==> src/rtl/fp_arbiter.sv <==
// Round-robin arbiter sharing one non-stallable fp_unit among NREQ requesters, with in-order response routing.
// Optional feature macro FP_ARBITER_PERF_EN builds the issue/conflict performance counters.
module fp_arbiter #(
  parameter int NREQ    = 4,
  parameter int LATENCY = 3
) (
  input  logic                 clock,
  input  logic                 reset,
  input  logic [NREQ-1:0]      req_valid,
  output logic [NREQ-1:0]      req_ready,
  input  logic [NREQ*32-1:0]   req_data1,
  input  logic [NREQ*32-1:0]   req_data2,
  input  logic [NREQ*32-1:0]   req_data3,
  input  logic [NREQ*3-1:0]    req_rm,
  input  logic [NREQ*4-1:0]    req_op,
  output logic                 exe_enable,
  output logic [31:0]          exe_data1,
  output logic [31:0]          exe_data2,
  output logic [31:0]          exe_data3,
  output logic [2:0]           exe_rm,
  output logic [3:0]           exe_op,
  input  logic                 exe_ready,
  input  logic [31:0]          exe_result,
  input  logic [4:0]           exe_flags,
  output logic [NREQ-1:0]      rsp_valid,
  output logic [31:0]          rsp_result,
  output logic [4:0]           rsp_flags,
  output logic                 err,
  output logic [31:0]          perf_issue,
  output logic [31:0]          perf_conflict
);

  localparam int IW = $clog2(NREQ);
  localparam int CW = $clog2(LATENCY + 1);

  logic [IW-1:0]   ptr;
  logic [NREQ-1:0] op_ok;
  logic [NREQ-1:0] eligible;
  logic [NREQ-1:0] grant;
  logic [IW-1:0]   grant_id;
  logic [IW:0]     rr_sum;
  logic [IW-1:0]   rr_sel;
  logic            rr_found;
  logic            bad_op;

  always_comb begin
    op_ok = '0;
    for (int i = 0; i < NREQ; i++) begin
      op_ok[i] = $onehot(req_op[4*i +: 4]);
    end
  end

  assign eligible = req_valid & op_ok;
  assign bad_op   = |(req_valid & ~op_ok);

  // Scan from ptr upward with wrap; the first eligible requester wins.
  always_comb begin
    grant    = '0;
    grant_id = '0;
    rr_sum   = '0;
    rr_sel   = '0;
    rr_found = 1'b0;
    for (int k = 0; k < NREQ; k++) begin
      rr_sum = {1'b0, ptr} + (IW+1)'(k);
      if (rr_sum >= (IW+1)'(NREQ)) rr_sum = rr_sum - (IW+1)'(NREQ);
      rr_sel = rr_sum[IW-1:0];
      if (!rr_found && eligible[rr_sel]) begin
        rr_found      = 1'b1;
        grant[rr_sel] = 1'b1;
        grant_id      = rr_sel;
      end
    end
    if (!reset) grant = '0;
  end

  assign req_ready  = grant;
  assign exe_enable = |grant;

  always_comb begin
    exe_data1 = '0;
    exe_data2 = '0;
    exe_data3 = '0;
    exe_rm    = '0;
    exe_op    = '0;
    for (int i = 0; i < NREQ; i++) begin
      if (grant[i]) begin
        exe_data1 = req_data1[32*i +: 32];
        exe_data2 = req_data2[32*i +: 32];
        exe_data3 = req_data3[32*i +: 32];
        exe_rm    = req_rm[3*i +: 3];
        exe_op    = req_op[4*i +: 4];
      end
    end
  end

  always_ff @(posedge clock) begin
    if (!reset) begin
      ptr <= '0;
    end else if (exe_enable) begin
      ptr <= (grant_id == IW'(NREQ-1)) ? '0 : grant_id + 1'b1;
    end
  end

  // Tag pipeline mirrors the fp_unit stages; the last stage is the one completing now.
  logic [LATENCY-1:0] tag_vld;
  logic [IW-1:0]      tag_id [LATENCY];

  always_ff @(posedge clock) begin
    if (!reset) begin
      tag_vld <= '0;
    end else begin
      tag_vld[0] <= exe_enable;
      for (int i = 1; i < LATENCY; i++) tag_vld[i] <= tag_vld[i-1];
    end
  end

  always_ff @(posedge clock) begin
    tag_id[0] <= grant_id;
    for (int i = 1; i < LATENCY; i++) tag_id[i] <= tag_id[i-1];
  end

  logic          exit_vld;
  logic [IW-1:0] exit_id;
  logic          rsp_ok;
  logic          tag_err;
  logic [CW-1:0] quiet_cnt;

  assign exit_vld = tag_vld[LATENCY-1];
  assign exit_id  = tag_id[LATENCY-1];
  assign rsp_ok   = reset & exit_vld & exe_ready;

  assign rsp_valid  = rsp_ok ? (NREQ'(1) << exit_id) : '0;
  assign rsp_result = rsp_ok ? exe_result : '0;
  assign rsp_flags  = rsp_ok ? exe_flags : '0;

  // Completions of operations flushed by reset may still arrive for LATENCY cycles.
  always_ff @(posedge clock) begin
    if (!reset) begin
      quiet_cnt <= CW'(LATENCY);
    end else if (quiet_cnt != '0) begin
      quiet_cnt <= quiet_cnt - 1'b1;
    end
  end

  assign tag_err = (exit_vld & ~exe_ready) | (exe_ready & ~exit_vld & (quiet_cnt == '0));

  always_ff @(posedge clock) begin
    if (!reset) begin
      err <= 1'b0;
    end else if (tag_err | bad_op) begin
      err <= 1'b1;
    end
  end

`ifdef FP_ARBITER_PERF_EN
  logic [31:0] issue_cnt;
  logic [31:0] conflict_cnt;

  always_ff @(posedge clock) begin
    if (!reset) begin
      issue_cnt    <= '0;
      conflict_cnt <= '0;
    end else begin
      if (exe_enable) issue_cnt <= issue_cnt + 32'd1;
      if ($countones(req_valid) > 1) conflict_cnt <= conflict_cnt + 32'd1;
    end
  end

  assign perf_issue    = issue_cnt;
  assign perf_conflict = conflict_cnt;
`else
  assign perf_issue    = '0;
  assign perf_conflict = '0;
`endif

endmodule

==> config.mk <==
export PLATFORM = sky130hd
export DESIGN_NAME = fp_arbiter
export DESIGN_NICKNAME = d
export VERILOG_FILES = /design/src/rtl/fp_arbiter.sv
export SDC_FILE = /design/constraint.sdc
export NUM_CORES = 1
export LEC_CHECK = 0
export ABC_AREA = 1
export BUFFER_PORTS_ARGS = -buffer_cell sky130_fd_sc_hd__buf_4
export CAP_MARGIN = 30
export CORE_AREA = 4 4 262 264
export DETAILED_ROUTE_END_ITERATION = 12
export DIE_AREA = 0 0 266 268
export MAX_ROUTING_LAYER = met4
export PLACE_DENSITY = 0.39
export RECOVER_POWER = 25
export SETUP_SLACK_MARGIN = 0.02
export SLEW_MARGIN = 25
export SYNTH_ARGS = -nofsm -noshare
export SYNTH_HDL_FRONTEND = slang
export SYNTH_SLANG_ARGS = --single-unit
==> constraint.sdc <==
create_clock -name clock -period 8 [get_ports clock]
set_input_delay 1.6 -clock clock [delete_from_list [all_inputs] [get_ports clock]]
set_output_delay 1.6 -clock clock [all_outputs]
set_load 0.01 [all_outputs]
==> metrics.csv <==
metric;value;unit
net_total_in_the_final_layout;2261;
synth_top_cells_by_area;nand2_1 33%, o21bai_1 12%, nor2_1 9.7%;
syn_avg_cell_area;5.00;um2
setup_skew;0.00123;ns
post_drt_via_cell_ratio;3.63;
power.total;2.44;mW
rows;95;
vias_in_the_first_global_route;9781;
synth_top_flop_cell;dfxtp_1;
synth_top_area_share;32.6;%
finalWorstSetupSlack;0.657;ns
cts_max_path_buffers;2;
die_height;268;um
yosysTopAreaCell;nand2_1;
hold-worst-slack;0.324;ns
finalWeightedCongestion;0.944;
run_status;finished, violations left;
power.leakage;6.73;nW
average_routed_wire_per_standard_cell;16.3;um
end_kind;primary output;
grtUsageTotal;11.2;%
clock-root-buffer;clkbuf_16;
drc;0;
cts_buffers;3;
die_width;266;um
number_of_detailed_routing_iterations_run_before_antenna_repair;5;
cts_setup_buffers;0;
critical_path_class;input pin to primary output;
grt_start_max_net_pins;89;
clk_pin_slew;0.05;ns
post-synth-top-count-cell;nand2_1;
relSlewSlack;-13.4;%
maximum_vdd_drop;0.0767;mV
critical_path_arrival;5.74;ns
finalHoldViolCount;0;
grt_first_pass_wirelength;60300;um
report.final.setup_viol;0;
highest_attainable_clock_frequency;136;MHz
finish.utilization;17.0;%
final-instance-count-excl-fill;2662;
synthArstFlopShare;0;%
timing.hold.worst.class;flop to flop;
max-cap-violations;1;
synth.top_cells.by_count;539 x nand2_1, 161 x nor2_1, 111 x o21ai_0, 100 x o21bai_1, 76 x inv_1;
cts.hold.buffers_added;0;
synth-edff-count;0;
power_per_cell_area;215;nW/um2
tightestPinTransition;1.70;ns
tritoncts;built;
dieArea;71300;um2
area_of_all_placed_cells_without_fillers;11300;um2
seq_area_frac_synth;4.51;%
areaGrowthSynthToFinish;82.6;%
place_ws;0.853;ns
layout-drive-gt1-share;34.5;%
place.detailed.instances;2652;
min_period;7.34;ns
io_pins;670;
dpl_cell_area;11400;um2
min_from;tag_id[0][1];
dr_total_vias;9651;
setup.worst_path.start;req_op[12];
drtAntennaViolNets;0;
unrepaired_setup_endpoints_after_global_routing;no;
synthCells;1241;
timing.final.crit_share;91.8;%
synth-warning-count;0;
antenna_found_initial;8;
failed_checks;capacitance limit, slew limit;
post-dp-hpwl;35700;um
required;6.40;ns
route.final.wire_length;43300;um
number_of_levels_in_the_clock_h_tree;1;
syn_area;6210;um2
floorplan.core_area;66600;um2
portBuffers;605;
element_type_at_the_critical_path_start;input pin;
drt_iter0_markers;410;
totalNegativeSetupSlack;0;ns
critPathMaxFanout;88;
synth-seq-cells;14;
numClockSinks;14;
initial_core_util;9.33;%
max_slew_violation_count;42;
yosysUniqueCellTypes;31;
clock_latency_reported_for_the_late_side_of_the_worst_skew_pair;0.24;ns
overflow;0;
cts_repair_resizes;0;
-- final cells by class --
cell class                      instances  area, um2
Fill cell                            7881      55200
Antenna cell                            6       15.0
Inverter                               80        308
Tap cell                              873       1090
Timing Repair Buffer                  623       4650
Clock buffer                            4       88.8
Sequential cell                        14        280
Multi-Input combinational cell       1062       4910
-- kinds of logic (layout without fill, tap and decap cells) --
family	Yosys count	in the layout	share of synthesized area, %
other	1	70	0.0604
AND/OR/NAND/NOR	755	755	48.3
flip-flops	14	14	4.51
buffers and inverters	228	707	20.3
AO/OA/AOI/OAI	222	222	22.1
adder cells (fa/ha/maj)	21	21	4.71
-- report_power, final --
group	total, mW	internal [mW]	switching (mW)
combinational	2.23	0.947	1.28
clock	0.104	0.0757	0.0284
sequential	0.108	0.0909	0.0170
total	2.44	1.11	1.33
-- routing by layer --
metal,GRT usage [%],vias to the layer above,part of all wire [%]
li1,-,4830,-
met1,13.4,4312,41
met2,19.6,471,49
met3,2.06,38,7.4
met4,2.39,0,2.1
met5,-,-,0
-- flip-flops by register name (all words and copies together), names as in the netlist, named ones only --
| register | flops |
|---|---|
| ptr | 1 |
| tag_vld | 3 |
| err | 1 |
| quiet_cnt | 2 |
| tag_id | 6 |
-- path summary, 6_finish.rpt --
check                                endpoint  slack [ns]  cells past startpoint
worst min register to register   tag_id[0][3]        0.32                      0
worst max-delay path            exe_data1[20]        0.66                     17
worst max register to register           flop        4.44                     12
worst min-delay path             tag_id[0][3]        0.32                      0
-- worst max-delay path, cell delays in order --
cell and delay, ns:
clkbuf_4 0.11, inv_1 0.05, fa_1 0.54, inv_1 0.05, ha_1 0.17, ha_1 0.29, nor2_1 0.25, nand4_2 0.15
a31oi_1 0.58, nand3_1 0.14, nand2_1 0.20, nand2_8 0.26, buf_12 0.32, o21ai_0 0.47, o21bai_1 0.18, nand2_1 0.11
buf_4 0.16
-- cell usage in the layout, fill, tap and decap left out --
| cell type | synthesis | routed |
|---|---|---|
| buf_4 | 67 | 584 |
| nand2_1 | 539 | 539 |
| nor2_1 | 161 | 161 |
| o21ai_0 | 111 | 111 |
| o21bai_1 | 100 | 100 |
| inv_1 | 76 | 76 |
| conb_1 | 1 | 64 |
| clkbuf_1 | 28 | 31 |
| nand3_1 | 25 | 26 |
| ha_1 | 17 | 17 |
| dfxtp_1 | 14 | 14 |
| nand4_1 | 10 | 10 |
| buf_12 | 0 | 7 |
| diode_2 | 0 | 6 |
| nor3_1 | 4 | 4 |
| a21oi_1 | 4 | 4 |
| nand2_4 | 2 | 4 |
| nand2_2 | 7 | 4 |
| o21ai_1 | 4 | 4 |
| fa_1 | 4 | 4 |
| inv_4 | 0 | 3 |
| clkbuf_16 | 0 | 3 |
| a31oi_1 | 1 | 2 |
| nand3_2 | 2 | 2 |
| a41oi_1 | 1 | 1 |
| inv_2 | 4 | 1 |
| nand4_2 | 1 | 1 |
| nor2_2 | 1 | 1 |
| nand4_4 | 1 | 1 |
| nor2_8 | 1 | 1 |
| nand2_8 | 0 | 1 |
| clkbuf_8 | 0 | 1 |
| clkbuf_4 | 0 | 1 |
(Power assumes the default switching activity.)
